==> config.mk <==
export PLATFORM = sky130hd
export DESIGN_NAME = ysyx_25060170_lsu_ctrl_flat
export DESIGN_NICKNAME = d
export VERILOG_FILES = /design/src/rtl/ysyx_25060170_lsu_ctrl_if.sv /design/src/rtl/ysyx_25060170_lsu_ctrl.sv /design/src/flat_wrapper.sv
export SDC_FILE = /design/constraint.sdc
export NUM_CORES = 1
export LEC_CHECK = 0
export CORE_ASPECT_RATIO = 1.5
export CORE_MARGIN = 2
export CORE_UTILIZATION = 25
export CTS_CLUSTER_DIAMETER = 150
export DETAILED_ROUTE_END_ITERATION = 10
export HOLD_SLACK_MARGIN = 0.1
export SLEW_MARGIN = 20
export SYNTH_ARGS = -nofsm -noshare
export SYNTH_HDL_FRONTEND = slang
export SYNTH_SLANG_ARGS = --single-unit
==> constraint.sdc <==
create_clock -name clk -period 1.9 [get_ports clk]
set_clock_uncertainty 0.05 [all_clocks]
set_input_delay 0.285 -clock clk [delete_from_list [all_inputs] [get_ports clk]]
set_output_delay 0.285 -clock clk [all_outputs]
set_load 0.01 [all_outputs]
==> src/rtl/ysyx_25060170_lsu_ctrl_if.sv <==
// Data-memory request/response bus between the LSU and the data memory.
// The LSU drives requests (master); the memory answers (slave).
interface ysyx_25060170_lsu_ctrl_if #(
    parameter int XLEN = 32
);
    logic            dmem_req_valid;
    logic            dmem_req_ready;
    logic [XLEN-1:0] dmem_addr;
    logic            dmem_wen;
    logic [XLEN-1:0] dmem_wdata;
    logic [3:0]      dmem_wmask;
    logic            dmem_rsp_valid;
    logic [XLEN-1:0] dmem_rsp_data;

    modport master (
        output dmem_req_valid, dmem_addr, dmem_wen, dmem_wdata, dmem_wmask,
        input  dmem_req_ready, dmem_rsp_valid, dmem_rsp_data
    );

    modport slave (
        input  dmem_req_valid, dmem_addr, dmem_wen, dmem_wdata, dmem_wmask,
        output dmem_req_ready, dmem_rsp_valid, dmem_rsp_data
    );
endinterface

==> src/rtl/ysyx_25060170_lsu_ctrl.sv <==
// Load/store unit between EXU and WBU: accepts one instruction, runs a single
// request/response transaction on the data-memory bus (byte lanes + store
// replication out, lane extraction + extension in), then hands the result
// and registered sideband to WBU over valid/ready.
module ysyx_25060170_lsu_ctrl #(
    parameter int XLEN          = 32,
    parameter bit MISALIGN_TRAP = 1'b1
) (
    input  logic            clk,
    input  logic            rst,
    input  logic            in_valid,
    output logic            in_ready,
    input  logic [XLEN-1:0] exu_result_i,
    input  logic [XLEN-1:0] store_data_i,
    input  logic [1:0]      mem_op_i,
    input  logic [1:0]      mem_size_i,
    input  logic            mem_unsigned_i,
    input  logic [4:0]      rd_i,
    input  logic [1:0]      regS_i,
    input  logic            RegW_i,
    input  logic [XLEN-1:0] pc_i,
    ysyx_25060170_lsu_ctrl_if.master dmem,
    output logic            out_valid,
    input  logic            out_ready,
    output logic [XLEN-1:0] mem_data_o,
    output logic [XLEN-1:0] exu_result_o,
    output logic [4:0]      rd_o,
    output logic [1:0]      regS_o,
    output logic            RegW_o,
    output logic [XLEN-1:0] pc_o,
    output logic            misalign_o
);

    typedef enum logic [1:0] {IDLE, REQ, WAIT_RSP, OUT} state_t;

    state_t state, state_nxt;

    logic            load_q;
    logic            store_q;
    logic [1:0]      size_q;
    logic            uns_q;
    logic [XLEN-1:0] sd_q;
    logic            req_valid;

    // Decode of the incoming instruction, used only on the accept cycle
    logic in_load, in_store, in_mis, in_trap, accept;

    assign in_load  = (mem_op_i == 2'd1);
    assign in_store = (mem_op_i == 2'd2);
    assign in_mis   = ((mem_size_i == 2'd1) && exu_result_i[0]) ||
                      (mem_size_i[1] && (exu_result_i[1:0] != 2'b00));
    assign in_trap  = MISALIGN_TRAP && (in_load || in_store) && in_mis;
    assign accept   = in_valid && in_ready;

    // Byte-lane enables; half lanes use addr[1] only so an untrapped
    // misaligned half still lands on an aligned halfword.
    function automatic logic [3:0] lane_mask(input logic [1:0] size, input logic [1:0] a);
        if (size[1])
            return 4'b1111;
        else if (size == 2'd1)
            return 4'b0011 << {a[1], 1'b0};
        else
            return 4'b0001 << a;
    endfunction

    function automatic logic [31:0] store_replicate(input logic [1:0] size, input logic [31:0] sd);
        if (size[1])
            return sd;
        else if (size == 2'd1)
            return {2{sd[15:0]}};
        else
            return {4{sd[7:0]}};
    endfunction

    function automatic logic [31:0] load_extend(input logic [31:0] raw, input logic [1:0] a,
                                                input logic [1:0] size, input logic uns);
        logic signed [7:0]  b_s;
        logic signed [15:0] h_s;
        b_s = $signed(raw[{a, 3'b000} +: 8]);
        h_s = $signed(raw[{a[1], 4'b0000} +: 16]);
        if (size[1])
            return raw;
        else if (size == 2'd1)
            return uns ? {16'b0, h_s} : 32'(h_s);
        else
            return uns ? {24'b0, b_s} : 32'(b_s);
    endfunction

    assign dmem.dmem_req_valid = req_valid;
    assign dmem.dmem_addr      = {exu_result_o[XLEN-1:2], 2'b00};
    assign dmem.dmem_wen       = store_q;
    assign dmem.dmem_wmask     = store_q ? lane_mask(size_q, exu_result_o[1:0]) : 4'b0000;
    assign dmem.dmem_wdata     = store_replicate(size_q, sd_q);

    // State register; reset abandons any in-flight transaction
    always_ff @(posedge clk or negedge rst) begin
        if (!rst)
            state <= IDLE;
        else
            state <= state_nxt;
    end

    // Next state and handshake outputs, all decoded from the current state
    always_comb begin
        state_nxt = state;
        in_ready  = 1'b0;
        req_valid = 1'b0;
        out_valid = 1'b0;
        case (state)
            IDLE: begin
                in_ready = 1'b1;
                if (in_valid)
                    state_nxt = (in_trap || !(in_load || in_store)) ? OUT : REQ;
            end
            REQ: begin
                req_valid = 1'b1;
                if (dmem.dmem_req_ready)
                    state_nxt = WAIT_RSP;
            end
            WAIT_RSP: begin
                if (dmem.dmem_rsp_valid)
                    state_nxt = OUT;
            end
            OUT: begin
                out_valid = 1'b1;
                if (out_ready)
                    state_nxt = IDLE;
            end
            default: state_nxt = IDLE;
        endcase
    end

    // Capture the instruction on accept and the load result on response
    always_ff @(posedge clk or negedge rst) begin
        if (!rst) begin
            load_q       <= 1'b0;
            store_q      <= 1'b0;
            size_q       <= 2'b00;
            uns_q        <= 1'b0;
            sd_q         <= '0;
            mem_data_o   <= '0;
            exu_result_o <= '0;
            rd_o         <= 5'd0;
            regS_o       <= 2'b00;
            RegW_o       <= 1'b0;
            pc_o         <= '0;
            misalign_o   <= 1'b0;
        end else if (accept) begin
            load_q       <= in_load && !in_trap;
            store_q      <= in_store && !in_trap;
            size_q       <= mem_size_i;
            uns_q        <= mem_unsigned_i;
            sd_q         <= store_data_i;
            mem_data_o   <= '0;
            exu_result_o <= exu_result_i;
            rd_o         <= rd_i;
            regS_o       <= regS_i;
            RegW_o       <= RegW_i && !in_trap;
            pc_o         <= pc_i;
            misalign_o   <= in_trap;
        end else if (state == WAIT_RSP && dmem.dmem_rsp_valid) begin
            mem_data_o   <= load_q ? load_extend(dmem.dmem_rsp_data, exu_result_o[1:0], size_q, uns_q)
                                   : '0;
        end
    end

endmodule

==> src/flat_wrapper.sv <==
// flat-port wrapper written by rule: the top's interface ports become plain ports
module ysyx_25060170_lsu_ctrl_flat 
#(
    parameter int XLEN          = 32,
    parameter bit MISALIGN_TRAP = 1'b1
)
  (clk, rst, in_valid, in_ready, exu_result_i, store_data_i, mem_op_i, mem_size_i, mem_unsigned_i, rd_i, regS_i, RegW_i, pc_i, out_valid, out_ready, mem_data_o, exu_result_o, rd_o, regS_o, RegW_o, pc_o, misalign_o, dmem_dmem_req_valid, dmem_dmem_addr, dmem_dmem_wen, dmem_dmem_wdata, dmem_dmem_wmask, dmem_dmem_req_ready, dmem_dmem_rsp_valid, dmem_dmem_rsp_data);
  ysyx_25060170_lsu_ctrl_if #(.XLEN(XLEN)) dmem_i ();
  input  logic clk;
  input  logic rst;
  input  logic in_valid;
  output logic in_ready;
  input  logic [XLEN-1:0] exu_result_i;
  input  logic [XLEN-1:0] store_data_i;
  input  logic [1:0] mem_op_i;
  input  logic [1:0] mem_size_i;
  input  logic mem_unsigned_i;
  input  logic [4:0] rd_i;
  input  logic [1:0] regS_i;
  input  logic RegW_i;
  input  logic [XLEN-1:0] pc_i;
  output logic out_valid;
  input  logic out_ready;
  output logic [XLEN-1:0] mem_data_o;
  output logic [XLEN-1:0] exu_result_o;
  output logic [4:0] rd_o;
  output logic [1:0] regS_o;
  output logic RegW_o;
  output logic [XLEN-1:0] pc_o;
  output logic misalign_o;
  output wire logic [$bits(dmem_i.dmem_req_valid)-1:0] dmem_dmem_req_valid;
  output wire logic [$bits(dmem_i.dmem_addr)-1:0] dmem_dmem_addr;
  output wire logic [$bits(dmem_i.dmem_wen)-1:0] dmem_dmem_wen;
  output wire logic [$bits(dmem_i.dmem_wdata)-1:0] dmem_dmem_wdata;
  output wire logic [$bits(dmem_i.dmem_wmask)-1:0] dmem_dmem_wmask;
  input wire logic [$bits(dmem_i.dmem_req_ready)-1:0] dmem_dmem_req_ready;
  input wire logic [$bits(dmem_i.dmem_rsp_valid)-1:0] dmem_dmem_rsp_valid;
  input wire logic [$bits(dmem_i.dmem_rsp_data)-1:0] dmem_dmem_rsp_data;
  assign dmem_dmem_req_valid = dmem_i.dmem_req_valid;
  assign dmem_dmem_addr = dmem_i.dmem_addr;
  assign dmem_dmem_wen = dmem_i.dmem_wen;
  assign dmem_dmem_wdata = dmem_i.dmem_wdata;
  assign dmem_dmem_wmask = dmem_i.dmem_wmask;
  assign dmem_i.dmem_req_ready = dmem_dmem_req_ready;
  assign dmem_i.dmem_rsp_valid = dmem_dmem_rsp_valid;
  assign dmem_i.dmem_rsp_data = dmem_dmem_rsp_data;
  ysyx_25060170_lsu_ctrl #(.XLEN(XLEN), .MISALIGN_TRAP(MISALIGN_TRAP)) u_core (.clk(clk), .rst(rst), .in_valid(in_valid), .in_ready(in_ready), .exu_result_i(exu_result_i), .store_data_i(store_data_i), .mem_op_i(mem_op_i), .mem_size_i(mem_size_i), .mem_unsigned_i(mem_unsigned_i), .rd_i(rd_i), .regS_i(regS_i), .RegW_i(RegW_i), .pc_i(pc_i), .dmem(dmem_i), .out_valid(out_valid), .out_ready(out_ready), .mem_data_o(mem_data_o), .exu_result_o(exu_result_o), .rd_o(rd_o), .regS_o(regS_o), .RegW_o(RegW_o), .pc_o(pc_o), .misalign_o(misalign_o));
endmodule
==> impl_metrics.json <==
{
  "antenna_found_initial": 0,
  "yosys-top-cells-area": "dfrtp_1, mux2_2, buf_4",
  "worstPathCellList": "nor2_4 -> buf_6 -> buf_6 -> mux2_4 -> buf_6",
  "p_leak_uw": 0.00489,
  "nets": 1016,
  "final_common_cell": "clkdlybuf4s50_1",
  "tns_ps": -1560,
  "cts_buffer_depth": 2,
  "rr_worst_depth": 8,
  "synth_cell_types": 38,
  "fin_cells": 1212,
  "io_pins": 324,
  "viasPerCell": 4.55,
  "arrival_ps": 1730,
  "avgSynthCellArea_um2": 12.9,
  "rsz0062_at_grt": "true",
  "slew_viol_final": 0,
  "yosys.area.top_type_share": 0.533,
  "ff_latch_area_mm2": 0.00361,
  "violations": "setup timing",
  "num_rows": 73,
  "fmax_mhz": 484,
  "grt_pass1_wl_um": 34100,
  "crit_fanout": 6,
  "drt_iter0_drc": 186,
  "dpl_cell_area_mm2": 0.0104,
  "critPathLaunchType": "register",
  "multi_input_area_mm2": 0.00285,
  "dp_cells": 1155,
  "setup_viol": 18,
  "synthAdderAreaFrac": 0.0130,
  "die_h_um": 205,
  "root_buffer": "clkbuf_16",
  "grt_use_total": 0.155,
  "synth_seq_area_share": 0.533,
  "clk_latency_ps": 420,
  "cts.sinks": 144,
  "cts_tree": "yes",
  "end_kind": "primary output",
  "core-area_mm2": 0.0266,
  "layout_common_cells": "clkdlybuf4s50_1, dfrtp_1, mux2_2",
  "dieArea_mm2": 0.0284,
  "grt.overflow.total": 0,
  "die_width_um": 138,
  "io_buffers": 321,
  "htree_num_levels": 4,
  "layout-drive-gt1-share": 0.325,
  "synth_top_family_by_area": "multiplexers",
  "cts_made_buffers": 17,
  "synth_compound_area_frac": 0.104,
  "grt_pass1_vias": 5797,
  "fin_crit_ps": 2070,
  "synth-xor-area-share": 0,
  "critPathMaxStageDelay_ps": 490,
  "grt_start_max_net_pins": 74,
  "worst_slack_ps": -168,
  "ys_ff_latch": 144,
  "syn_area_mm2": 0.00676,
  "ant_nets": 0,
  "via_count": 5514,
  "synth_warnings": 0,
  "worstSetupPathType": "register to primary output",
  "synth_cells": 525,
  "wl_per_cell_um": 18.5,
  "synth_top_area_cell": "dfrtp_1",
  "min_path_type": "primary input to asynchronous set/reset pin",
  "whs_ps": 364,
  "routed_wl_um": 22500,
  "synthMuxAreaShare": 0.232,
  "num-fill-cells": 2506,
  "first_pass_iters": 4,
  "crit_required_ps": 1560,
  "finalHoldViolCount": 0,
  "drc": 0,
  "status": "finished, violations left",
  "gp_congestion": 0.777,
  "synthSimpleGateAreaFrac": 0.0444,
  "fin_area_mm2": 0.0115,
  "reg2reg_to": "u_core.mem_data_o[10]$_DFFE_PN0P_",
  "rrSetupSlack_ps": 20,
  "areaGrowthSynthToFinish_pct": 70.2,
  "period_share": 1.09,
  "slowest_stage": "dfrtp_2",
  "peakVddDrop_mv": 0.759,
  "timing.max_cap.violations": 0,
  "path_common_cell": "buf_6",
  "timing.rr.start": "u_core.size_q[1]$_DFFE_PN0N_",
  "clk_pin_slew_ps": 60,
  "startpoint": "u_core.size_q[1]$_DFFE_PN0N_",
  "crit_end": "dmem_dmem_wdata[10]",
  "hpwl_um": 16600,
  "diodes": 0,
  "cellPowerDensity_mw_per_mm2": 1740,
  "start_util": 0.254
}
## cells in the mapped netlist
master     count
nor2b_1        1
nand2b_1      11
ha_1           7
a21oi_1        9
o21a_1         2
conb_1         1
nor4b_4        1
a211o_1        7
buf_2         12
o22ai_1        9
mux2i_1       18
mux4_2         1
nand2_2        1
buf_1          8
nand4_1        1
nor2_2         1
inv_1         10
o21ai_0       12
nand3_1        7
a21boi_0       1
a21o_1         2
dfrtp_1      144
a22o_1         3
clkinv_1       1
nand2_1       26
buf_4         40
a221oi_1      15
mux2_2       121
a21oi_2        2
a31oi_1        1
a2111oi_0      1
clkbuf_1      12
and2_1         2
nor2_1         7
nor2_4         1
buf_6          2
a221o_1       17
a32o_1         8
## worst max-delay path: cells and delay by family, from the launching register on
kind / cells / cell delay (ps)
muxes: 1 / 310
buffers and inverters: 3 / 380
DFF: 1 / 490
and+or+nand+nor: 1 / 140
## power by group
part	switching (uW)	internal, uW
Sequential	1070	4480
Clock	1380	2180
Combinational	4290	6610
Total	6740	13300
## worst min path at each step
stage | start | endpoint | slack, ps | depth (start not counted)
after global placement | rst | u_core.sd_q[16]$_DFFE_PN0N_ | 280 | 2
after floorplan | rst | u_core.RegW_o$_DFFE_PN0N_ | -60 | 0
after global routing | rst | u_core.sd_q[16]$_DFFE_PN0N_ | 400 | 3
final | rst | u_core.sd_q[16]$_DFFE_PN0N_ | 360 | 3
after CTS | rst | u_core.sd_q[16]$_DFFE_PN0N_ | 380 | 3
after detailed placement | rst | u_core.sd_q[16]$_DFFE_PN0N_ | 280 | 2
## what timing repair did
| item | in CTS | in global routing |
|---|---|---|
| gates cloned | 3 | 0 |
| hold buffers | 1 | 0 |
| setup buffers | 19 | 4 |
| pin swaps | 7 | 3 |
| endpoints found under the setup margin | 51 | 39 |
| gates resized for setup | 188 | 36 |
| endpoints found under the hold margin | 144 | 0 |
## stage by stage
stage / power [uW] / util / setup WS, ps
after floorplan: 10300 / - / 5.29
after global placement: 15400 / 0.391 / -300
after detailed placement: 15500 / 0.391 / -351
after CTS: 20000 / 0.429 / -187
after global routing: 21200 / 0.433 / -230
final: 20000 / 0.433 / -168
## logic make-up (layout without fill, tap and decap cells)
family          count (synthesis)  in the layout
mux                           140            140
compound gates                 89             89
buf+inv                        85            434
simple gates                   59             59
other cells                     1              2
flops                         144            144
fa+ha+maj                       7              7
## layout make-up
cell class	instances	share of cell area
clock buffers	21	0.0409
clock inverters	11	0.0133
inverters	11	0.00359
multi-input cells	297	0.247
flip-flops and latches	144	0.314
well taps	337	0.0366
repair buffers	391	0.345
## per-layer routing
layer	share of wire	vias up	GRT usage	wire [um]
li1	-	2550	-	-
met1	0.39	2744	0.178	8710
met2	0.52	186	0.271	11800
met3	0.059	34	0.0458	1320
met4	0.029	0	0.0656	651
met5	0	-	0	0
## registers in the layout, summed over array words and instances, names as in the netlist
| name | cells |
|---|---|
| u_core.RegW_o | 1 |
| u_core.dmem.dmem_wen | 1 |
| u_core.exu_result_o | 32 |
| u_core.load_q | 1 |
| u_core.mem_data_o | 32 |
| u_core.misalign_o | 1 |
| u_core.pc_o | 32 |
| u_core.rd_o | 5 |
| u_core.regS_o | 2 |
| u_core.sd_q | 32 |
| u_core.size_q | 2 |
| u_core.state | 2 |
| u_core.uns_q | 1 |
Note: power is estimated with default switching activity, not from simulation.
